## config.mk

```make
export PLATFORM = sky130hd
export DESIGN_NAME = branch_resolve_unit
export DESIGN_NICKNAME = d
export VERILOG_FILES = /design/src/rtl/riscv_branch_pkg.sv /design/src/rtl/branch_cond_eval.sv /design/src/rtl/branch_resolve_unit.sv
export SDC_FILE = /design/constraint.sdc
export NUM_CORES = 1
export LEC_CHECK = 0
export CAP_MARGIN = 20
export CORE_MARGIN = 1.5
export CORE_UTILIZATION = 45
export CTS_BUF_LIST = sky130_fd_sc_hd__clkbuf_16
export DETAILED_ROUTE_END_ITERATION = 10
export HOLD_SLACK_MARGIN = 0.05
export PLACE_DENSITY_LB_ADDON = 0.15
export SLEW_MARGIN = 5
export SYNTH_ARGS = -nofsm -noshare
export SYNTH_HDL_FRONTEND = slang
export SYNTH_SLANG_ARGS = --single-unit
```

## constraint.sdc

```tcl
create_clock -name clk -period 2.65 [get_ports clk]
set_clock_uncertainty 0.05 [all_clocks]
set_input_delay 0.53 -clock clk [delete_from_list [all_inputs] [get_ports clk]]
set_output_delay 0.53 -clock clk [all_outputs]
set_load 0.02 [all_outputs]
```

## src/rtl/riscv_branch_pkg.sv

```systemverilog
`default_nettype none
// ---------------------------------------------------------------------------
// riscv_branch_pkg : funct3 encodings and legality helper for conditional
//                    branches.
// Rev 1.0
// ---------------------------------------------------------------------------
package riscv_branch_pkg;

  localparam logic [2:0] F3_BEQ  = 3'b000;
  localparam logic [2:0] F3_BNE  = 3'b001;
  localparam logic [2:0] F3_BLT  = 3'b100;
  localparam logic [2:0] F3_BGE  = 3'b101;
  localparam logic [2:0] F3_BLTU = 3'b110;
  localparam logic [2:0] F3_BGEU = 3'b111;

  function automatic logic is_branch_legal(input logic [2:0] funct3);
    case (funct3)
      F3_BEQ, F3_BNE, F3_BLT, F3_BGE, F3_BLTU, F3_BGEU: return 1'b1;
      default:                                          return 1'b0;
    endcase
  endfunction

endpackage
`default_nettype wire

```

## src/rtl/branch_cond_eval.sv

```systemverilog
`default_nettype none
// ---------------------------------------------------------------------------
// branch_cond_eval : combinational condition evaluation for the six
//                    conditional-branch types.
// Rev 1.0
// ---------------------------------------------------------------------------
module branch_cond_eval
  import riscv_branch_pkg::*;
#(
  parameter int XLEN = 32
) (
  input  logic [XLEN-1:0] rs1,
  input  logic [XLEN-1:0] rs2,
  input  logic [2:0]      funct3,
  output logic            eq,
  output logic            lt,
  output logic            taken,
  output logic            illegal
);

  logic w_baseCond;

  assign eq         = (rs1 == rs2);
  // funct3[1] selects the unsigned flavour (BLTU/BGEU)
  assign lt         = funct3[1] ? (rs1 < rs2) : ($signed(rs1) < $signed(rs2));
  assign w_baseCond = funct3[2] ? lt : eq;
  assign illegal    = !is_branch_legal(funct3);
  assign taken      = !illegal && (w_baseCond ^ funct3[0]);

endmodule
`default_nettype wire

```

## src/rtl/branch_resolve_unit.sv

```systemverilog
`default_nettype none
// ---------------------------------------------------------------------------
// branch_resolve_unit : registered branch resolution with target adder,
//                       mispredict redirect, flush and saturating counters.
// Rev 1.0
// ---------------------------------------------------------------------------
module branch_resolve_unit
  import riscv_branch_pkg::*;
#(
  parameter int XLEN       = 32,
  parameter int CNT_W      = 16,
  parameter int INST_BYTES = 4
) (
  input  logic             clk,
  input  logic             rst,
  input  logic             in_valid,
  output logic             in_ready,
  input  logic [XLEN-1:0]  rs1,
  input  logic [XLEN-1:0]  rs2,
  input  logic [2:0]       funct3,
  input  logic [XLEN-1:0]  pc,
  input  logic [XLEN-1:0]  imm,
  input  logic             pred_taken,
  input  logic             flush,
  input  logic             clr_stats,
  output logic             out_valid,
  input  logic             out_ready,
  output logic             taken,
  output logic             mispredict,
  output logic [XLEN-1:0]  redirect_pc,
  output logic             br_eq,
  output logic             br_lt,
  output logic             illegal,
  output logic [CNT_W-1:0] branch_cnt,
  output logic [CNT_W-1:0] mispred_cnt
);

  logic            w_eq;
  logic            w_lt;
  logic            w_taken;
  logic            w_illegal;
  logic            w_accept;
  logic            w_mispredict;
  logic [XLEN-1:0] w_target;
  logic [XLEN-1:0] w_fallthrough;

  logic             r_outValid;
  logic             r_taken;
  logic             r_mispredict;
  logic [XLEN-1:0]  r_redirectPc;
  logic             r_brEq;
  logic             r_brLt;
  logic             r_illegal;
  logic [CNT_W-1:0] r_branchCnt;
  logic [CNT_W-1:0] r_mispredCnt;

  branch_cond_eval #(
    .XLEN(XLEN)
  ) u_condEval (
    .rs1    (rs1),
    .rs2    (rs2),
    .funct3 (funct3),
    .eq     (w_eq),
    .lt     (w_lt),
    .taken  (w_taken),
    .illegal(w_illegal)
  );

  assign w_target      = pc + imm;
  assign w_fallthrough = pc + XLEN'(INST_BYTES);
  assign w_mispredict  = w_taken ^ pred_taken;

  // Single output slot: a consumed slot can be refilled on the same edge
  assign in_ready = !r_outValid || out_ready;
  assign w_accept = in_valid && in_ready && !flush;

  always_ff @(posedge clk or posedge rst) begin
    if (rst) begin
      r_outValid   <= 1'b0;
      r_taken      <= 1'b0;
      r_mispredict <= 1'b0;
      r_redirectPc <= '0;
      r_brEq       <= 1'b0;
      r_brLt       <= 1'b0;
      r_illegal    <= 1'b0;
      r_branchCnt  <= '0;
      r_mispredCnt <= '0;
    end else begin
      if (flush) begin
        r_outValid <= 1'b0;
      end else if (w_accept) begin
        r_outValid   <= 1'b1;
        r_taken      <= w_taken;
        r_mispredict <= w_mispredict;
        r_redirectPc <= w_taken ? w_target : w_fallthrough;
        r_brEq       <= w_eq;
        r_brLt       <= w_lt;
        r_illegal    <= w_illegal;
      end else if (out_ready) begin
        r_outValid <= 1'b0;
      end

      // Clear beats a coincident accept
      if (clr_stats) begin
        r_branchCnt  <= '0;
        r_mispredCnt <= '0;
      end else if (w_accept) begin
        if (r_branchCnt != '1) begin
          r_branchCnt <= r_branchCnt + 1'b1;
        end
        if (w_mispredict && (r_mispredCnt != '1)) begin
          r_mispredCnt <= r_mispredCnt + 1'b1;
        end
      end
    end
  end

  assign out_valid   = r_outValid;
  assign taken       = r_taken;
  assign mispredict  = r_mispredict;
  assign redirect_pc = r_redirectPc;
  assign br_eq       = r_brEq;
  assign br_lt       = r_brLt;
  assign illegal     = r_illegal;
  assign branch_cnt  = r_branchCnt;
  assign mispred_cnt = r_mispredCnt;

endmodule
`default_nettype wire

```

# Yosys cells after proc, flatten, opt, wreduce, memory -nomap -nowiden
# Cells that the tools add are included.
[word_totals]
ff_bits = 70
input_bits = 138
out_inout_bits = 71
wordCells = 56
[classes]
add_sub_neg = 4
magnitude_cmp = 2
eq_ne = 8
muxes = 13
n_bitwise = 3
reduce_logical = 17
[op_table]
columns = ["op", "count"]
rows = [
  ["2-to-1 mux 16 bit", 6],
  ["less-than comparator 32 bit", 2],
  ["adder 16 x 1 -> 16 bit (second input constant)", 2],
  ["adder 32 x 3 -> 32 bit (second input constant)", 1],
  ["adder 32 bit", 1],
  ["== test 32 bit", 1],
  ["2-to-1 mux 32 bit", 1],
  ["!= test 16 bit (second input constant)", 2],
  ["== test 3 bit (second input constant)", 4],
  ["2-to-1 mux 1 bit", 6],
  ["AND reduction 2 bit", 3],
  ["nonzero test 2 bit", 3],
  ["OR reduction 6 bit", 1],
  ["logical AND 1 bit", 4],
  ["== test 3 x 1 -> 1 bit (second input constant)", 1],
  ["zero test 1 bit", 3],
  ["zero test 3 bit", 1],
  ["nonzero test 3 bit", 1],
  ["XOR 1 bit", 2],
  ["logical OR 1 bit", 1],
  ["inverter 1 bit", 1],
]

# Depth between registers and ports, before layout
# Gate-level depths: netlist of the first run.
[depth]
depth_word = 10
ltp_mapped = 13
mapped_depth_nobuf = 12

# By module
# A second synthesis of the first run with hierarchy kept.
[unflattened]
cells_unflattened = 775
hier_area_um2 = 6203.4
[modules_own_cells]
columns = ["mod", "n_inst", "cells_per_inst", "area_per_inst_um2", "seq_area_each_um2"]
rows = [
  ["branch_resolve_unit", 1, 654, 5318.9, 1751.7],
  ["branch_cond_eval", 1, 121, 884.6, 0.0],
]

# Worst setup path before layout of the first run
# OpenSTA, ideal clock, no wires.
[synth_timing]
path_type = "input-to-reg"
startpoint = "in rs2[1]"
endpoint = "reg r_mispredCnt[11] (netlist: mispred_cnt[11])"
setup_ns = 0.128
t_arrival_ns = 3.106
required_ns = 2.472
path_slack_ns = -0.634
path_stages = 12
path_buffers = 1
cell_sequence = "inv_1 -> ha_1 -> nor2b_1 -> o211ai_2 -> a21oi_1 -> o311a_1 -> o21a_1 -> or4_4 -> nor2_8 -> buf_8 -> mux2i_1 -> mux2_1"
[synth_via]
elab_chain_len = 9
word_cells_on_any_way = 11
classes_between = "order compare: 2; eq/ne: 1; mux: 2; bitwise: 2; reduce/logical: 4"
[synth_lines]
columns = ["element", "line", "text"]
rows = [
  ["start: declaration", "branch_resolve_unit.sv:19", "input logic [XLEN-1:0] rs2,"],
  ["less-than comparator 32 bit", "branch_cond_eval.sv:25", "assign lt = funct3[1] ? (rs1 < rs2) : ($signed(rs1) < $signed(rs2));"],
  ["2-to-1 mux 1 bit", "branch_cond_eval.sv:25", ""],
  ["2-to-1 mux 1 bit (*)", "branch_cond_eval.sv:26", "assign w_baseCond = funct3[2] ? lt : eq;"],
  ["XOR 1 bit (*)", "branch_cond_eval.sv:28", "assign taken = !illegal && (w_baseCond ^ funct3[0]);"],
  ["logical AND 1 bit (*)", "branch_cond_eval.sv:28", ""],
  ["XOR 1 bit (*)", "branch_resolve_unit.sv:71", "assign w_mispredict = w_taken ^ pred_taken;"],
  ["logical AND 1 bit (*)", "branch_resolve_unit.sv:111", "if (w_mispredict && (r_mispredCnt != '1)) begin"],
  ["nonzero test 2 bit (no source line) (*)", "-", ""],
  ["AND reduction 2 bit (no source line) (*)", "-", ""],
  ["end signal: assignment", "branch_resolve_unit.sv:112", "r_mispredCnt <= r_mispredCnt + 1'b1;"],
  ["end: declaration", "branch_resolve_unit.sv:55", "logic [CNT_W-1:0] r_mispredCnt;"],
]
# Every way passes the cells marked *; elsewhere a longest branch is shown, timed or not.
# A chain may end at the register's enable or synchronous reset.

# Worst setup path in the final report of the first run
[layout_timing]
startpoint = "in rs2[25]"
endpoint = "reg r_mispredCnt[11] (netlist: mispred_cnt[11])"
# Same word-level chain as after synthesis.

==> impl_metrics.tcl, run 1 <==
set metrics [dict create \
    run_status "finished, violations left" \
    violations "negative setup slack" \
    cts_made_buffers 9 \
    drive_gt1_share_pct 32.3 \
    powerDensity_mw_per_mm2 413 \
    overflow 0 \
    stdcell_count 1364 \
    finalWirelength_um 22600 \
    nets 1383 \
    setup_tns_ps -26270 \
    crit_path_cell_trace "buf_8, inv_4, ha_4, nand4_1, buf_4, nor3_2, a22oi_1, o211ai_1, buf_4, nor4_4, or4_4, nor2_8, buf_12, mux2i_1, mux2_1" \
    synthArstFlopShare_pct 100 \
    synth_area_mm2 0.00658 \
    core_area_mm2 0.0141 \
    critPathCaptureType "flop" \
    gp_congestion 0.919 \
    yosysTopAreaCell "dfrtp_1" \
    vias 7485 \
    dpl.hpwl_um 15500 \
    routedWlPerCell_um 16.6 \
    h-tree-depth 3 \
    io_pins 209 \
    ys_seq_area_share_pct 26.6 \
    portBuffers 208 \
    clk_transition_reported_paths_ps 60 \
    maxCapViolations 0 \
    hold_buffers 0 \
    yosysWarnings 0 \
    synth_area_per_cell_um2 8.40 \
    clock-sinks 70 \
    cts-root-buf "clkbuf_16" \
    syn_nets 988 \
    synth_top_area_share_pct 26.6 \
    post-route-cell-area_mm2 0.0113 \
    path_depth 15 \
    grt_max_degree 71 \
    ys_ff_latch 70 \
    grt_use_total_pct 28.1 \
    cp-startpoint "rs2[25]" \
    setup_viol 50 \
    grt_first_pass_wirelength_um 34400 \
    ys_types 64 \
    hold_class "flop to flop" \
    tightest_slew_ps 578 \
    place_area_mm2 0.0102 \
    core.rowCount 43 \
    vias_per_cell 5.49 \
    crit_slowest_cell "or4_4" \
    initial_core_util_pct 46.6 \
    synth_top_cells_by_count "87 x nand2_1, 70 x dfrtp_1, 66 x ha_1" \
    clock_latency_ps 330 \
    period_needed_ps 3320 \
    path_common_cell "buf_4" \
    power_mw 4.67 \
    leakagePower_nw 5.12 \
    whs_path_depth 2 \
    fin_crit_sh_pct 125 \
    die_x_um 124 \
    synth.area.top_cells "dfrtp_1 27%, ha_1 13%, xnor2_1 5.3%" \
    syn_inst 783 \
    r2r-start "mispred_cnt[3]" \
    cpPeakStageDelay_ps 610 \
    drc 0 \
    placedCellCount 1317 \
    critPathTopFamily "simple AND/OR/NAND/NOR gates" \
    antenna_found_initial 1 \
    post-route-util_pct 80.3 \
    min_from "illegal" \
    final_hold_viol_count 0 \
    firstDrtPassIters 5 \
    die_area_mm2 0.0153 \
    reg2regPathDepth 8 \
    timing.final.max_slew_violations 0 \
    crit_type "input pin to flop" \
    crit_buf_inv 5 \
    drt_iter0_drc 436 \
    syn_to_final_growth_pct 72.3 \
    grt_pass1_vias 7362 \
    synth_edf_count 0 \
    cp_data_arrival_time_ps 3480 \
    die_h_um 124 \
    tritoncts "done" \
    synthFlopType "dfrtp_1" \
    max-vdd-ir-drop_v 0.000336 \
    grt_setup_unrepaired "yes" \
    startpoint_type "input pin" \
    ant_nets 0 \
    cts_buffer_depth 2 \
    crit_fanout 6 \
    relSlewSlack_pct 61.5 \
    synth.most_common_cell "nand2_1" \
    cp.required_ps 2810 \
    layout_setup_ws_ps -674 \
    max_freq_mhz 301 \
]
cell families after synthesis:
logic type / after synthesis / synth area share (%)
flip-flops: 70 / 26.6
adder cells (fa/ha/maj): 67 / 12.9
AO/OA/AOI/OAI: 178 / 16.9
multiplexers: 46 / 7.33
AND/OR/NAND/NOR: 290 / 23.3
buffers and inverters: 66 / 4.17
XOR/XNOR: 66 / 8.79
worst register-to-register path: cells and delay by family, from the launching register on:
family | cells | cell delay (ps)
AOI/OAI and AO/OA | 1 | 460
buffers and inverters | 1 | 240
DFF | 1 | 470
muxes | 2 | 550
and+or+nand+nor | 4 | 750
sequential cells by signal, indices dropped and copies added, names as in the netlist:
name         count
br_eq            1
br_lt            1
branch_cnt      16
illegal          1
mispred_cnt     16
mispredict       1
out_valid        1
redirect_pc     32
taken            1
path summary, 6_finish.rpt:
kind                              endpoint  slack, ps
max                        mispred_cnt[11]       -670
min reg2reg                        illegal        410
max reg2reg                mispred_cnt[11]         20
min                                illegal        410
min in group asynchronous    branch_cnt[9]        540
max in group asynchronous            br_eq       1690
metrics by stage:
stage / setup WS, ps / hold slack [ps]
final: -674 / 414
after global routing: -769 / 449
after CTS: -455 / 421
after detailed placement: -1270 / 409
after global placement: -1200 / 401
after floorplan: -525 / 533
what timing repair did:
| action | CTS | global route |
|---|---|---|
| resized for setup | 292 | 40 |
| pin swaps | 80 | 28 |
| setup endpoints to repair | 50 | 50 |
| cloned | 1 | 0 |
| setup buffers | 21 | 11 |
area by class of cell:
cell class              count  area (um2)
multi-input cells         647        5280
repair buffers            403        3550
fillers                   942        2770
flip-flops and latches     70        1750
clock buffers               9         225
well taps                 180         225
inverters                  47         179
clock inverters             7         105
diodes                      1        2.50
metal layers:
| layer | global-route usage (%) | wire length (um) | up-vias |
|---|---|---|---|
| met2 | 49.8 | 11400 | 280 |
| met4 | 9.41 | 718 | 0 |
| met1 | 34.9 | 9320 | 3513 |
| met5 | 0 | 0 | - |
| li1 | - | - | 3631 |
| met3 | 4.21 | 1110 | 61 |
power breakdown:
group	total [mW]	leakage (nW)	internal (mW)	switching [mW]
Combinational	2.03	4.04	1.08	0.946
Clock	1.36	0.158	0.838	0.520
Sequential	1.29	0.918	1.19	0.0972
Total	4.67	5.12	3.11	1.56
cell usage in the layout (no fill, tap or decap), types with 7 or more instances in the layout:
cell,instances
or3_1,8
nand3_1,28
xnor2_1,39
a21o_1,16
nand2_1,86
mux2i_1,24
nor3_1,7
dlygate4sd2_1,24
inv_1,18
buf_6,22
nor2_1,53
ha_1,31
ha_4,30
a21oi_1,37
nor4_1,7
buf_4,178
o211ai_1,9
a21oi_2,7
nand4_1,22
clkbuf_16,9
nor2b_1,20
clkdlybuf4s50_1,143
inv_2,28
buf_2,23
a31oi_1,10
and3_1,12
xor2_1,26
mux2_4,11
o21ai_0,21
dfrtp_1,70
o21ai_1,31
Note: power is estimated with default switching activity, not from simulation.
==> run 2: changes to the inputs <==
CTS_BUF_LIST = sky130_fd_sc_hd__clkbuf_4 sky130_fd_sc_hd__clkbuf_8   (was sky130_fd_sc_hd__clkbuf_16)
==> impl_metrics.tcl, run 2 (same netlist as run 1, synthesis figures left out) <==
set metrics [dict create \
    run_status "finished, violations left" \
    violations "negative setup slack" \
    layout_setup_ws_ps -533 \
    antenna_found_initial 1 \
    drive_gt1_share_pct 31.1 \
    cts_made_buffers 9 \
    r2r-end "mispred_cnt[12]" \
    setup_viol 50 \
    cp_data_arrival_time_ps 3370 \
    whs_path_depth 2 \
    clock-sinks 70 \
    powerDensity_mw_per_mm2 387 \
    routedWlPerCell_um 15.4 \
    r2r-start "mispred_cnt[4]" \
    firstDrtPassIters 5 \
    cp-startpoint "rs1[26]" \
    ant_nets 0 \
    finalWirelength_um 21000 \
    grt_use_total_pct 27.5 \
    syn_to_final_growth_pct 68.5 \
    crit_slowest_cell "or4_4" \
    die_area_mm2 0.0153 \
    crit_buf_inv 5 \
    max_freq_mhz 314 \
    critPathCaptureType "flop" \
    grt_pass1_vias 7260 \
    crit_path_cell_trace "buf_6, ha_4, nand4_1, buf_4, nor3_2, a22oi_1, o211ai_1, buf_4, nor4_4, or4_4, buf_4, o211ai_4, buf_12, a211oi_2, mux2_2" \
    initial_core_util_pct 46.6 \
    vias 7283 \
    layout_common_cells "179 x buf_4, 142 x clkdlybuf4s50_1, 86 x nand2_1" \
    die_h_um 124 \
    leakagePower_nw 5.01 \
    fin_crit_sh_pct 120 \
    io_pins 209 \
    maxCapViolations 0 \
    overflow 0 \
    largest_reg_flops 32 \
    crit_fanout 4 \
    grt_setup_unrepaired "yes" \
    portBuffers 208 \
    startpoint_type "input pin" \
    drc 0 \
    cts-root-buf "clkbuf_8" \
    cts_buffer_depth 2 \
    reg2regPathDepth 9 \
    min_from "illegal" \
    hold_buffers 0 \
    final_common_cell "buf_4" \
    clock_latency_ps 360 \
    placedCellCount 1317 \
    clk_transition_reported_paths_ps 80 \
    dpl.hpwl_um 15500 \
    tritoncts "done" \
    die_x_um 124 \
    critPathTopFamily "simple AND/OR/NAND/NOR gates" \
    h-tree-depth 3 \
    relSlewSlack_pct 61.5 \
    hold_class "flop to flop" \
    max-vdd-ir-drop_v 0.000244 \
    tightest_slew_ps 577 \
    core.rowCount 43 \
    rrSetupSlack_ps 130 \
    power_mw 4.29 \
    cp.required_ps 2840 \
    timing.final.max_slew_violations 0 \
    stdcell_count 1361 \
    gp_congestion 0.919 \
    period_needed_ps 3180 \
    final_hold_viol_count 0 \
    vias_per_cell 5.35 \
    min_to "illegal" \
    nets 1380 \
    nFillCells 1009 \
    grt_first_pass_wirelength_um 33700 \
    core_area_mm2 0.0141 \
    cpPeakStageDelay_ps 590 \
    crit_type "input pin to flop" \
    drt_iter0_drc 439 \
    path_common_cell "buf_4" \
    grt_max_degree 71 \
]
==> run 2: changes by cell type in the layout (fill, tap and decap cells not counted), sizes merged <==
cell	change
clkdlybuf4s50	-1
buf	-3
dlygate4sd2	+1
==> run 2: worst max-delay path by stage <==
stage	end	slack [ps]	cells after the start
6_report	mispred_cnt[14]	-530	15
3_5_place_dp	redirect_pc[19]	-1270	13
3_3_place_gp	redirect_pc[2]	-1200	12
4_1_cts	mispred_cnt[11]	-420	12
5_1_grt	mispred_cnt[2]	-620	14
2_1_floorplan	mispred_cnt[11]	-530	11
==> run 2: timing repair <==
action | in CTS | in global routing
cloned | 1 | 0
setup buffers | 22 | 4
endpoints found under the hold margin | 0 | 0
resized for setup | 289 | 12
pin swaps | 80 | 6
endpoints found under the setup margin | 50 | 50
==> run 2: cell type report <==
cell class / instances / area (um2) / area share, %
antenna: 1 / 2.50 / 0.0226
clock buffer: 9 / 124 / 1.12
clock inverter: 7 / 105 / 0.949
inverter: 47 / 176 / 1.59
multi-input combinational: 647 / 5160 / 46.6
sequential: 70 / 1750 / 15.8
tap: 180 / 225 / 2.03
timing repair buffer: 400 / 3530 / 31.9
==> run 2: metal layers <==
metal / routed length [um] / global-route usage (%)
met5: 0 / 0
met4: 418 / 8.12
met3: 1120 / 4.81
met2: 10500 / 48.6
met1: 8930 / 34.3
==> run 2: where the power goes <==
part / leakage [nW] / internal (mW) / switching (mW)
clock network: 0.112 / 0.543 / 0.475
registers: 0.918 / 1.19 / 0.0959
logic: 3.98 / 1.07 / 0.917
==> run 2: per-stage QoR <==
step | setup WS (ps) | hold slack (ps) | util (%) | setup TNS, ps | area [um2]
6_report | -533 | 416 | 78.6 | -21040 | 11100
5_1_grt | -618 | 454 | 78.6 | -26730 | 11100
4_1_cts | -422 | 426 | 77.9 | -17020 | 11000
3_3_place_gp | -1200 | 401 | 72.3 | -56830 | 10200
3_5_place_dp | -1270 | 409 | 72.3 | -58760 | 10200
2_1_floorplan | -525 | 533 | - | -17980 | 6680
==> run 2: worst reg2reg max path, delay by kind of cell (launching register included) <==
kind | cells | cell delay [ps]
AO/OA/AOI/OAI | 2 | 550
buffers and inverters | 1 | 180
flip-flops | 1 | 440
multiplexers | 1 | 310
AND/OR/NAND/NOR | 5 | 860
